--- src/rtl/bram_ctrl_pkg.sv ---
// Shared types and helpers for the block-RAM port arbiter.
package bram_ctrl_pkg;
  typedef enum logic {INIT = 1'b0, RUN = 1'b1} state_t;

  localparam int DEF_ADDR_W = 8;
  localparam int DEF_DATA_W = 32;

  // Width of an index into n items; never below 1 so a 1-bit pointer still exists.
  function automatic int clog2(input int n);
    int r;
    r = 0;
    for (int i = 0; i < 31; i++) if ((1 << r) < n) r++;
    return (r < 1) ? 1 : r;
  endfunction
endpackage

--- src/rtl/rr_arbiter.sv ---
// Round-robin arbiter: one-hot grant plus index; search starts one past the last winner.
module rr_arbiter
  import bram_ctrl_pkg::*;
#(
  parameter int NREQ = 2
) (
  input  logic                       clk,
  input  logic                       rst_n,
  input  logic [NREQ-1:0]            req,
  input  logic                       advance,
  output logic [NREQ-1:0]            grant,
  output logic [clog2(NREQ)-1:0]     grant_idx
);
  localparam int PTR_W = clog2(NREQ);

  logic [PTR_W-1:0] ptr;
  logic [PTR_W-1:0] idx;
  logic             found;
  int               s;

  always_comb begin
    grant     = '0;
    grant_idx = '0;
    found     = 1'b0;
    idx       = '0;
    s         = 0;
    for (int off = 0; off < NREQ; off++) begin
      s = int'(ptr) + off;
      if (s >= NREQ) s = s - NREQ;
      idx = PTR_W'(s);
      if (!found && req[idx]) begin
        found      = 1'b1;
        grant[idx] = 1'b1;
        grant_idx  = idx;
      end
    end
  end

  // Pointer moves only when someone actually wins.
  always_ff @(posedge clk or negedge rst_n) begin
    if (!rst_n)
      ptr <= '0;
    else if (advance)
      ptr <= (int'(grant_idx) == NREQ - 1) ? '0 : grant_idx + 1'b1;
  end
endmodule

--- src/rtl/bram_port_arbiter.sv ---
// Shares one single-port block RAM between NREQ requesters: zero-fill after reset,
// then round-robin grants with a one-stage read-response pipeline.
module bram_port_arbiter
  import bram_ctrl_pkg::*;
#(
  parameter int NREQ   = 2,
  parameter int ADDR_W = DEF_ADDR_W,
  parameter int DATA_W = DEF_DATA_W
) (
  input  logic                     clk,
  input  logic                     rst_n,
  input  logic [NREQ-1:0]          req_valid,
  input  logic [NREQ-1:0]          req_we,
  input  logic [NREQ*ADDR_W-1:0]   req_addr,
  input  logic [NREQ*DATA_W-1:0]   req_wdata,
  output logic [NREQ-1:0]          req_ready,
  output logic [NREQ-1:0]          rsp_valid,
  output logic [DATA_W-1:0]        rsp_rdata,
  output logic                     ram_w_en,
  output logic                     ram_r_en,
  output logic [ADDR_W-1:0]        ram_addr,
  output logic [DATA_W-1:0]        ram_data_in,
  input  logic [DATA_W-1:0]        ram_data_o,
  output logic                     init_done
);
  localparam int PTR_W = clog2(NREQ);

  state_t                          state;
  logic [ADDR_W:0]                 fill_cnt;
  logic [ADDR_W:0]                 fill_next;
  logic [NREQ-1:0]                 grant;
  logic [NREQ-1:0]                 req_gated;
  logic [NREQ-1:0]                 rd_pend;
  logic [PTR_W-1:0]                gidx;
  logic                            any_grant;
  logic [NREQ-1:0][ADDR_W-1:0]     addr_v;
  logic [NREQ-1:0][DATA_W-1:0]     wdata_v;

  assign addr_v    = req_addr;
  assign wdata_v   = req_wdata;
  assign req_gated = req_valid & {NREQ{state == RUN}};
  assign any_grant = |grant;
  assign req_ready = grant;
  assign fill_next = fill_cnt + {{ADDR_W{1'b0}}, 1'b1};

  rr_arbiter #(.NREQ(NREQ)) u_arb (
    .clk       (clk),
    .rst_n     (rst_n),
    .req       (req_gated),
    .advance   (any_grant),
    .grant     (grant),
    .grant_idx (gidx)
  );

  // RAM-side signals are registered on the grant edge and held through the
  // following cycle, so the RAM's negedge sample sees stable values.
  always_ff @(posedge clk or negedge rst_n) begin
    if (!rst_n) begin
      state       <= INIT;
      fill_cnt    <= '0;
      init_done   <= 1'b0;
      ram_w_en    <= 1'b0;
      ram_r_en    <= 1'b0;
      ram_addr    <= '0;
      ram_data_in <= '0;
      rd_pend     <= '0;
      rsp_valid   <= '0;
      rsp_rdata   <= '0;
    end else begin
      rsp_valid <= rd_pend;
      if (|rd_pend) rsp_rdata <= ram_data_o;
      rd_pend <= '0;
      case (state)
        INIT: begin
          ram_w_en    <= 1'b1;
          ram_r_en    <= 1'b0;
          ram_addr    <= fill_cnt[ADDR_W-1:0];
          ram_data_in <= '0;
          fill_cnt    <= fill_next;
          // MSB of the next count marks the last word being issued now.
          if (fill_next[ADDR_W]) state <= RUN;
        end
        RUN: begin
          init_done <= 1'b1;
          ram_w_en  <= any_grant & req_we[gidx];
          ram_r_en  <= any_grant & ~req_we[gidx];
          if (any_grant) begin
            ram_addr    <= addr_v[gidx];
            ram_data_in <= wdata_v[gidx];
            rd_pend     <= grant & ~req_we;
          end
        end
        default: state <= INIT;
      endcase
    end
  end
endmodule
--- config.mk ---
export PLATFORM = sky130hd
export DESIGN_NAME = bram_port_arbiter
export DESIGN_NICKNAME = d
export VERILOG_FILES = /design/src/rtl/bram_ctrl_pkg.sv /design/src/rtl/rr_arbiter.sv /design/src/rtl/bram_port_arbiter.sv
export SDC_FILE = /design/constraint.sdc
export NUM_CORES = 1
export LEC_CHECK = 0
export ABC_CLOCK_PERIOD_IN_PS = 3830
export CORE_ASPECT_RATIO = 2
export CORE_MARGIN = 5
export CORE_UTILIZATION = 50
export CTS_CLUSTER_SIZE = 12
export DETAILED_ROUTE_END_ITERATION = 10
export DONT_BUFFER_PORTS = 1
export MAX_ROUTING_LAYER = met4
export SLEW_MARGIN = 20
export SYNTH_ARGS = -nofsm -noshare
export SYNTH_HDL_FRONTEND = slang
export SYNTH_SLANG_ARGS = --single-unit
--- constraint.sdc ---
create_clock -name clk -period 3.83 [get_ports clk]
set_clock_uncertainty 0.1 [all_clocks]
set_input_delay 0.766 -clock clk [delete_from_list [all_inputs] [get_ports clk]]
set_output_delay 0.766 -clock clk [all_outputs]
set_load 0.02 [all_outputs]
==> results of run 1 <==
## sequential cells by signal, indices dropped and copies added (netlist names), 2 cells and up
name	count
rd_pend	2
ram_addr	8
ram_data_in	32
rsp_rdata	32
rsp_valid	2
fill_cnt	9
## per-stage QoR
step	area (sq um)	utilization	total power, mW
floorplan	4214	-	1.046
finish	4511	0.5479	1.878
global route	4511	0.5479	1.933
CTS	4491	0.5454	1.891
global placement	4208	0.5111	1.053
detailed placement	4208	0.5111	1.056
## critical path, cell delays in order (launching register included)
cell	delay, ns
dfrtp_2	0.81
and2_1	0.24
and2_4	0.21
## kinds of logic (layout without fill, tap and decap cells)
group,after synthesis,count (layout)
AO/OA/AOI/OAI,53,53
AND/OR/NAND/NOR,152,152
adder cells (fa/ha/maj),1,1
flip-flops,90,90
buffers and inverters,33,25
multiplexers,33,33
XOR/XNOR,8,8
## worst max path at each step
stage | end | start | cells after the start
finish | req_ready[1] | state | 2
global route | req_ready[1] | state | 2
CTS | req_ready[1] | state | 2
detailed placement | ram_r_en | state | 4
global placement | ram_r_en | state | 4
floorplan | req_ready[1] | req_valid[1] | 5
## Yosys cell counts
library cell | number | area [sq um]
and2_1 | 1 | 6.260
a21boi_0 | 2 | 15.01
nor3b_2 | 1 | 12.51
nor2b_1 | 9 | 56.30
or2_2 | 2 | 12.51
nand2_1 | 40 | 150.1
mux2_2 | 33 | 371.6
a21oi_1 | 2 | 10.01
and2_4 | 1 | 8.760
o21ai_0 | 2 | 10.01
nor3_1 | 2 | 10.01
a211o_1 | 1 | 8.760
a211oi_1 | 1 | 7.510
xor2_1 | 4 | 35.03
inv_1 | 1 | 3.750
buf_6 | 6 | 67.56
buf_2 | 11 | 55.05
buf_4 | 2 | 15.01
o211ai_2 | 39 | 488.0
nand3_1 | 85 | 425.4
clkbuf_1 | 13 | 48.80
nand4_1 | 1 | 6.260
nand4b_1 | 1 | 8.760
ha_1 | 1 | 12.51
nand2b_1 | 2 | 12.51
or3b_2 | 1 | 8.760
dfrtp_1 | 90 | 2252
nor2_1 | 6 | 22.52
a31oi_1 | 6 | 37.54
xnor2_1 | 4 | 35.03
## power by group
| group | switching (mW) | internal, mW |
|---|---|---|
| Sequential | 0.0335 | 0.968 |
| Clock | 0.360 | 0.478 |
| Combinational | 0.0212 | 0.0168 |
| Total | 0.415 | 1.46 |
## area by class of cell
type / instances / area [sq um]
Clock buffer: 13 / 260.3
Clock inverter: 3 / 22.52
Fill cell: 727 / 3722
Inverter: 1 / 3.754
Multi-Input combinational cell: 247 / 1783
Sequential cell: 90 / 2253
Tap cell: 98 / 122.6
Timing Repair Buffer: 8 / 65.06
## timing repair
action                    4_1_cts  5_1_grt
hold buffers                    0        2
buffers inserted                0        0
hold endpoints to repair        0        1
## layout by cell type (no fill, tap or decap)
cell type,instances
dfrtp_1,89
nand3_1,85
nand2_1,40
o211ai_2,39
mux2_2,33
nor2b_1,9
clkbuf_16,9
a31oi_1,6
buf_4,6
nor2_1,5
xor2_1,4
xnor2_1,4
a21boi_0,2
o21ai_0,2
nor3_1,2
or2_2,2
a21oi_1,2
clkbuf_8,2
clkbuf_1,2
dlygate4sd3_1,2
nand2b_2,1
and2_1,1
and2_4,1
inv_1,1
a211oi_1,1
nand4_1,1
or3b_2,1
nor3b_4,1
nand4b_1,1
nand2b_1,1
nor2_2,1
a211o_1,1
ha_1,1
inv_6,1
clkinv_4,1
clkinv_2,1
dfrtp_2,1
## routing by layer
layer	GRT usage	share of wire
met5	-	0
met4	0.08068	0.027
met3	0.06787	0.093
met2	0.3477	0.54
met1	0.2525	0.34
==> results.ini, run 1 <==
[route]
vias=2922
drtPass1Iterations=4
ant_nets=0
vias_per_cell=6.352
wl_mm=10.86
drc_errors=0
wl_per_cell_um=23.61
drtIter0Drc=145

[clock_network]
post_cts_resized=0
clkLatencyLatePin_ns=0.34
cts_root_buf=clkbuf_16
clock-sinks=90
cts_buffer_depth=2
cts_tree=done
cts-buffers-inserted=9
clk_pin_slew_ns=0.06
htreeDepth=3

[logic_synthesis]
synth-seq-area-share=0.5344
synthXorXnorAreaFrac=0.01663
avgSynthCellArea_sq_um=11.39
ys_types=30
synthCells=370
synth.cell_area_sq_um=4214
yosys_warnings=0
synth-compound-area-share=0.1369
synth_top_family_by_area=simple AND/OR/NAND/NOR gates
synth-simple-area-share=0.1758
synthAdderAreaFrac=0.002969
synth_fp_nets=489
ys_ff_latch=90
muxShareOfSynthArea=0.08818

[power_and_ir_drop]
power_density_nw_per_um2=416.3
vdd_drop_max_mv=0.2110
total_leakage_power_nw=2.037

[sta]
maxClockFrequency_ghz=0.4039
finalSetupViolations=0
rsz0062_at_grt=no
relSlewSlack=0.4611
worst_slack_ns=1.354
setup_tns_ns=0
final_max_slew_viol_count=0
worstMarginPinSlew_ns=0.8083
min_period_ns=2.476
finalCritPeriodShare=0.6465
whs_ns=0.02150
hold_viol_final=0

[flow_run]
maxCapViolCount=0

[floorplanning]
core_sq_um=8233
die_w_um=74.92
num_rows=47
start_util=0.5119
ios=197
dieArea_sq_um=10480
die_h_um=139.8

[worst_setup_path]
crit_type=register to primary output
reg2reg_depth=4
r2r_start=state
critPathLaunchType=register
cp.arrival_ns=1.61
cp-end-kind=primary output
worstPathMaxFanout=36
cp.required_ns=2.96
r2r_end=ram_r_en
rrSetupSlack_ns=1.52

[place]
pre_cts_slack_ns=1.537
dp_hpwl_mm=7.605
placedCellCount=442
gp_congestion=0.8079
portBuffers=0

[global_route]
grt_pass1_vias=3222
grt_pass1_wl_mm=17.06
overflow=0
antenna_found_initial=0
track_usage=0.2182
grt_max_degree=91

[run_status]
run_status=finished, final reports clean

[final_layout]
drive_above_1_share=0.2762
diodes=0
syn2layout_area_growth_pct=7.037
finalNetCount=476
fin_cells=460

[min_path]
worstHoldPathType=primary input to asynchronous set/reset pin

Power figures use the tool's default switching activity.
==> inputs of run 2 (changes only) <==
ABC_CLOCK_PERIOD_IN_PS = 2000   (was 3830)
PLACE_DENSITY = 0.68   (was not set)
clock period = 2 ns   (was 3.83 ns; I/O delays follow)
==> run 2 against run 1 <==
Effect of this change: the run now ends with hold timing left; worst hold slack got worse by 0.35 ns; register-to-register slack worse by 1.2 ns; setup slack worse by 1.3 ns; non-clock buffer count is 6 higher; critical path depth up 1; sequential power increased by 92%; total power up 95%; wire length decreased by 4.4%; highest routed layer unchanged.
==> results.ini, run 2 (synthesis results as in run 1) <==
[route]
drc_errors=0
drtPass1Iterations=4
ant_nets=0
wl_per_cell_um=22.29
drtIter0Drc=94
wl_mm=10.39
vias=2885
vias_per_cell=6.191

[power_and_ir_drop]
total_leakage_power_nw=2.076
p_total_mw=3.666
power_frac_comb=0.019
p_sw_mw=0.7817
power_density_nw_per_um2=798.8
netSwitchingFraction=0.2132
pwr-share-seq=0.523
intPower_mw=2.884
p_clk_frac=0.458
vdd_drop_max_mv=0.6942

[global_route]
grt_max_degree=91
grt_pass1_wl_mm=16.43
grt_pass1_vias=3085
antenna_found_initial=0
track_usage=0.2082
overflow=0

[flow_run]
maxCapViolCount=0

[clock_network]
htreeDepth=3
clkLatencyLatePin_ns=0.33
clk_pin_slew_ns=0.07
cts_root_buf=clkbuf_16
cts-buffers-inserted=9
cts_buffer_depth=2
cts_tree=done
clock-sinks=90

[sta]
hold_viol_final=90
finalCritPeriodShare=0.9546
whs_ns=-0.3292
maxClockFrequency_ghz=0.5238
final_max_slew_viol_count=0
worstMarginPinSlew_ns=0.8064
finalSetupViolations=0
setup_tns_ns=0
relSlewSlack=0.4624
rsz0062_at_grt=no
min_period_ns=1.909

[final_layout]
fillers=701
syn2layout_area_growth_pct=8.907
final_common_cell=dfrtp_1
diodes=0
mostFrequentLayoutCells=dfrtp_1 (89), nand3_1 (85), nand2_1 (40)
reg.largest.list=ram_data_in: 32 flops, rsp_rdata: 32 flops, fill_cnt: 9 flops
drive_above_1_share=0.2989
finalNetCount=482
finalInstanceArea_sq_um=4589

[floorplanning]
num_rows=47
ios=197
dieArea_sq_um=10480
core_sq_um=8233
start_util=0.5119
die_h_um=139.8
die_w_um=74.92

[place]
portBuffers=0
placed_cell_area_sq_um=4258
dp_hpwl_mm=7.554
gp_congestion=0.8334

[worst_setup_path]
cp.arrival_ns=1.41
max_stage_delay_ns=0.46
path_cells=and2_1, and2_4, buf_12
rrSetupSlack_ns=0.29
crit_slowest_cell=dfrtp_2
cp-end-kind=primary output
cp.required_ns=1.50
critPathLaunchType=register
crit_type=register to primary output
worstPathMaxFanout=14

[run_status]
violations=hold timing
run_status=finished with violations

[min_path]
worstHoldPathType=primary input to asynchronous set/reset pin

[run 2: changes by cell type in the layout (fill, tap and decap cells not counted), sizes merged]
| cell | previous run | this run |
|---|---|---|
| buf | 6 | 14 |
| clkbuf | 13 | 10 |
| clkinvlp | 0 | 3 |
| dlygate4sd3 | 2 | 0 |
| bufinv | 0 | 1 |
| inv | 2 | 1 |
[run 2: worst max-delay path, delay by kind of cell (launching register included)]
kind | cells | cell delay [ns]
and+or+nand+nor | 2 | 0.47
DFF | 1 | 0.46
buffers and inverters | 1 | 0.15
[run 2: layout make-up]
| type | count | area [sq um] | share of cell area |
|---|---|---|---|
| repair buffers | 14 | 121.4 | 0.02644 |
| clock inverters | 6 | 66.31 | 0.01445 |
| clock buffers | 10 | 239.0 | 0.05207 |
| multi-input cells | 247 | 1783 | 0.3885 |
| inverters | 1 | 3.754 | 0.0008179 |
| well taps | 98 | 122.6 | 0.02672 |
| flip-flops and latches | 90 | 2253 | 0.4910 |
[run 2: worst paths after layout]
| path | end | cells after the start | from |
|---|---|---|---|
| setup reg to reg | state | 4 | fill_cnt[0] |
| min in group clk | rd_pend[0] | 1 | req_we[0] |
| hold / removal | ram_data_in[0] | 0 | rst_n |
| setup / recovery | req_ready[1] | 3 | state |
| max in group asynchronous | ram_data_in[25] | 0 | rst_n |
| hold reg to reg | rsp_valid[1] | 0 | rd_pend[1] |
[run 2: power by group through the flow]
stage                     sequential (mW)  clock (mW)  combinational (mW)
final                                1.92        1.68              0.0692
after global routing                 1.92        1.79              0.0775
after CTS                            1.92        1.72              0.0694
after detailed placement             1.95           0              0.0694
after global placement               1.95           0              0.0659
after floorplan                      1.94           0              0.0583
[run 2: metrics by stage]
step / utilization / cells / setup WS [ns] / hold WS (ns)
finish: 0.5574 / 466 / 0.09074 / -0.3292
floorplan: - / 370 / 0.4261 / 0.004409
global route: 0.5574 / 466 / 0.02294 / -0.3554
CTS: 0.5543 / 463 / 0.01657 / -0.3511
global placement: 0.5172 / 447 / 0.3449 / 0.006477
detailed placement: 0.5172 / 447 / 0.3225 / 0.006540
[run 2: metal layers]
layer	up-vias	GRT usage	share of wire
met5	-	-	0
met4	0	0.07692	0.020
met3	17	0.04838	0.087
met2	152	0.3335	0.53
met1	1412	0.2500	0.36
li1	1304	-	-
[run 2: repair_timing]
action,in CTS,in global routing
setup endpoints to repair,0,2
resized for setup,0,1
setup buffers,0,3
endpoints found under the hold margin,90,90
==> inputs of run 3 (changes only) <==
REMOVE_ABC_BUFFERS = 1   (was not set)
==> run 3 against run 2 <==
Effect of this change: the run still ends with hold timing left; first-iteration DRC count grew 14%; fmax is essentially flat; sequential power is essentially flat; clock power grew 2%; critical path depth is the same.
==> results.ini, run 3 (synthesis results as in run 1) <==
[worst_setup_path]
max_stage_delay_ns=0.46
cp-end-kind=primary output
r2r_end=state
cp.arrival_ns=1.41
reg2reg_depth=4
crit_slowest_cell=dfrtp_2
setup.worst_path.end=req_ready[0]
critical_path.startpoint=state
crit_cells=3
cp.required_ns=1.50
path_cells=buf_4, nand2_1, inv_1
r2r_start=fill_cnt[0]
critPathLaunchType=register
crit_family=buffers and inverters
path_buf_inv=2
rrSetupSlack_ns=0.32
crit_type=register to primary output
worstPathMaxFanout=20

[power_and_ir_drop]
vdd_drop_max_mv=0.4840
total_leakage_power_nw=2.105
power_density_nw_per_um2=800.8

[min_path]
worstHoldPathType=primary input to asynchronous set/reset pin

[route]
wl_mm=10.58
drc_errors=0
ant_nets=0
vias_per_cell=6.409
drtPass1Iterations=6
wl_per_cell_um=22.51
drtIter0Drc=107
vias=3012

[sta]
finalSetupViolations=0
min_period_ns=1.910
worstMarginPinSlew_ns=0.7946
finalCritPeriodShare=0.9552
hold_viol_final=90
final_max_slew_viol_count=0
rsz0062_at_grt=no
relSlewSlack=0.4702
whs_ns=-0.3535
maxClockFrequency_ghz=0.5235

[final_layout]
drive_above_1_share=0.3065
final_common_cell=dfrtp_1
reg.largest.list=ram_data_in: 32 flops, rsp_rdata: 32 flops, fill_cnt: 9 flops
fillers=691
finalNetCount=486
fin_util=0.5628
diodes=0
syn2layout_area_growth_pct=9.946
mostFrequentLayoutCells=dfrtp_1 (89), nand3_1 (85), nand2_1 (40)

[global_route]
track_usage=0.2112
grt_pass1_wl_mm=16.40
grt_max_degree=91
antenna_found_initial=0
overflow=0
grt_pass1_vias=3089

[clock_network]
clk_pin_slew_ns=0.07
cts_buffer_depth=2
cts-buffers-inserted=9
cts_tree=done
clock-sinks=90
cts_root_buf=clkbuf_16
htreeDepth=3
clkLatencyLatePin_ns=0.34

[floorplanning]
ios=197
core_sq_um=8233
dieArea_sq_um=10480
die_h_um=139.8
die_w_um=74.92
start_util=0.5119
num_rows=47

[place]
portBuffers=0
gp_congestion=0.7767
dp_hpwl_mm=7.517

[run_status]
violations=hold timing
run_status=finished with violations

[flow_run]
maxCapViolCount=0

-- run 3: changes by cell type in the layout (fill, tap and decap cells not counted) --
| cell | before | now |
|---|---|---|
| clkinv_4 | 1 | 0 |
| inv_6 | 0 | 3 |
| buf_12 | 1 | 2 |
| buf_4 | 12 | 16 |
| clkinvlp_4 | 3 | 2 |
| clkinv_2 | 1 | 0 |
| buf_6 | 1 | 0 |
-- run 3: layout make-up --
type / instances / area (sq um) / area share
tap: 98 / 122.6 / 0.02647
multi-input combinational: 247 / 1783 / 0.3848
timing repair buffer: 18 / 160.2 / 0.03457
clock buffer: 10 / 239.0 / 0.05158
clock inverter: 6 / 71.32 / 0.01539
sequential: 90 / 2253 / 0.4864
inverter: 1 / 3.754 / 0.0008102
-- run 3: per-stage QoR --
stage	setup TNS [ns]	total power, mW	instances	worst slack (ns)	cell area, sq um
after floorplan	-62.33	1.996	338	-1.296	4028
after global placement	0	2.019	446	0.3745	4263
after detailed placement	0	2.023	446	0.3295	4263
after CTS	0	3.756	462	0.03708	4573
after global routing	0	3.835	470	0.01060	4633
final	0	3.710	470	0.08967	4633
-- run 3: how the worst min path moves through the flow --
| stage | startpoint | endpoint | slack [ns] |
|---|---|---|---|
| finish | rst_n | ram_addr[4] | -0.35 |
| global route | rst_n | ram_addr[2] | -0.37 |
| CTS | rst_n | ram_addr[4] | -0.36 |
| detailed placement | rst_n | rsp_rdata[19] | 0.007 |
| global placement | rst_n | rsp_rdata[19] | 0.007 |
| floorplan | rst_n | fill_cnt[0] | 0.004 |
-- run 3: timing repair --
item,CTS,global route
gates resized for setup,0,0
endpoints found under the hold margin,90,90
buffers inserted,0,8
setup endpoints to repair,0,1
-- run 3: worst reg2reg max path, delay by kind of cell (launching register included) --
family	cells	cell delay, ns
and+or+nand+nor	2	0.60
DFF	1	0.42
adders and majority gates	1	0.24
AOI/OAI and AO/OA	1	0.19
-- run 3: power by group --
part           leakage (nW)  internal (mW)  switching (mW)
clock                 0.146           1.01           0.709
combinational         0.807         0.0295          0.0400
sequential             1.15           1.85          0.0640
-- run 3: per-layer routing --
layer	vias up	share of wire	track usage
met3	27	0.087	0.04477
li1	1312	-	-
met5	-	0	-
met4	0	0.028	0.09193
met1	1488	0.35	0.2454
met2	185	0.53	0.3422
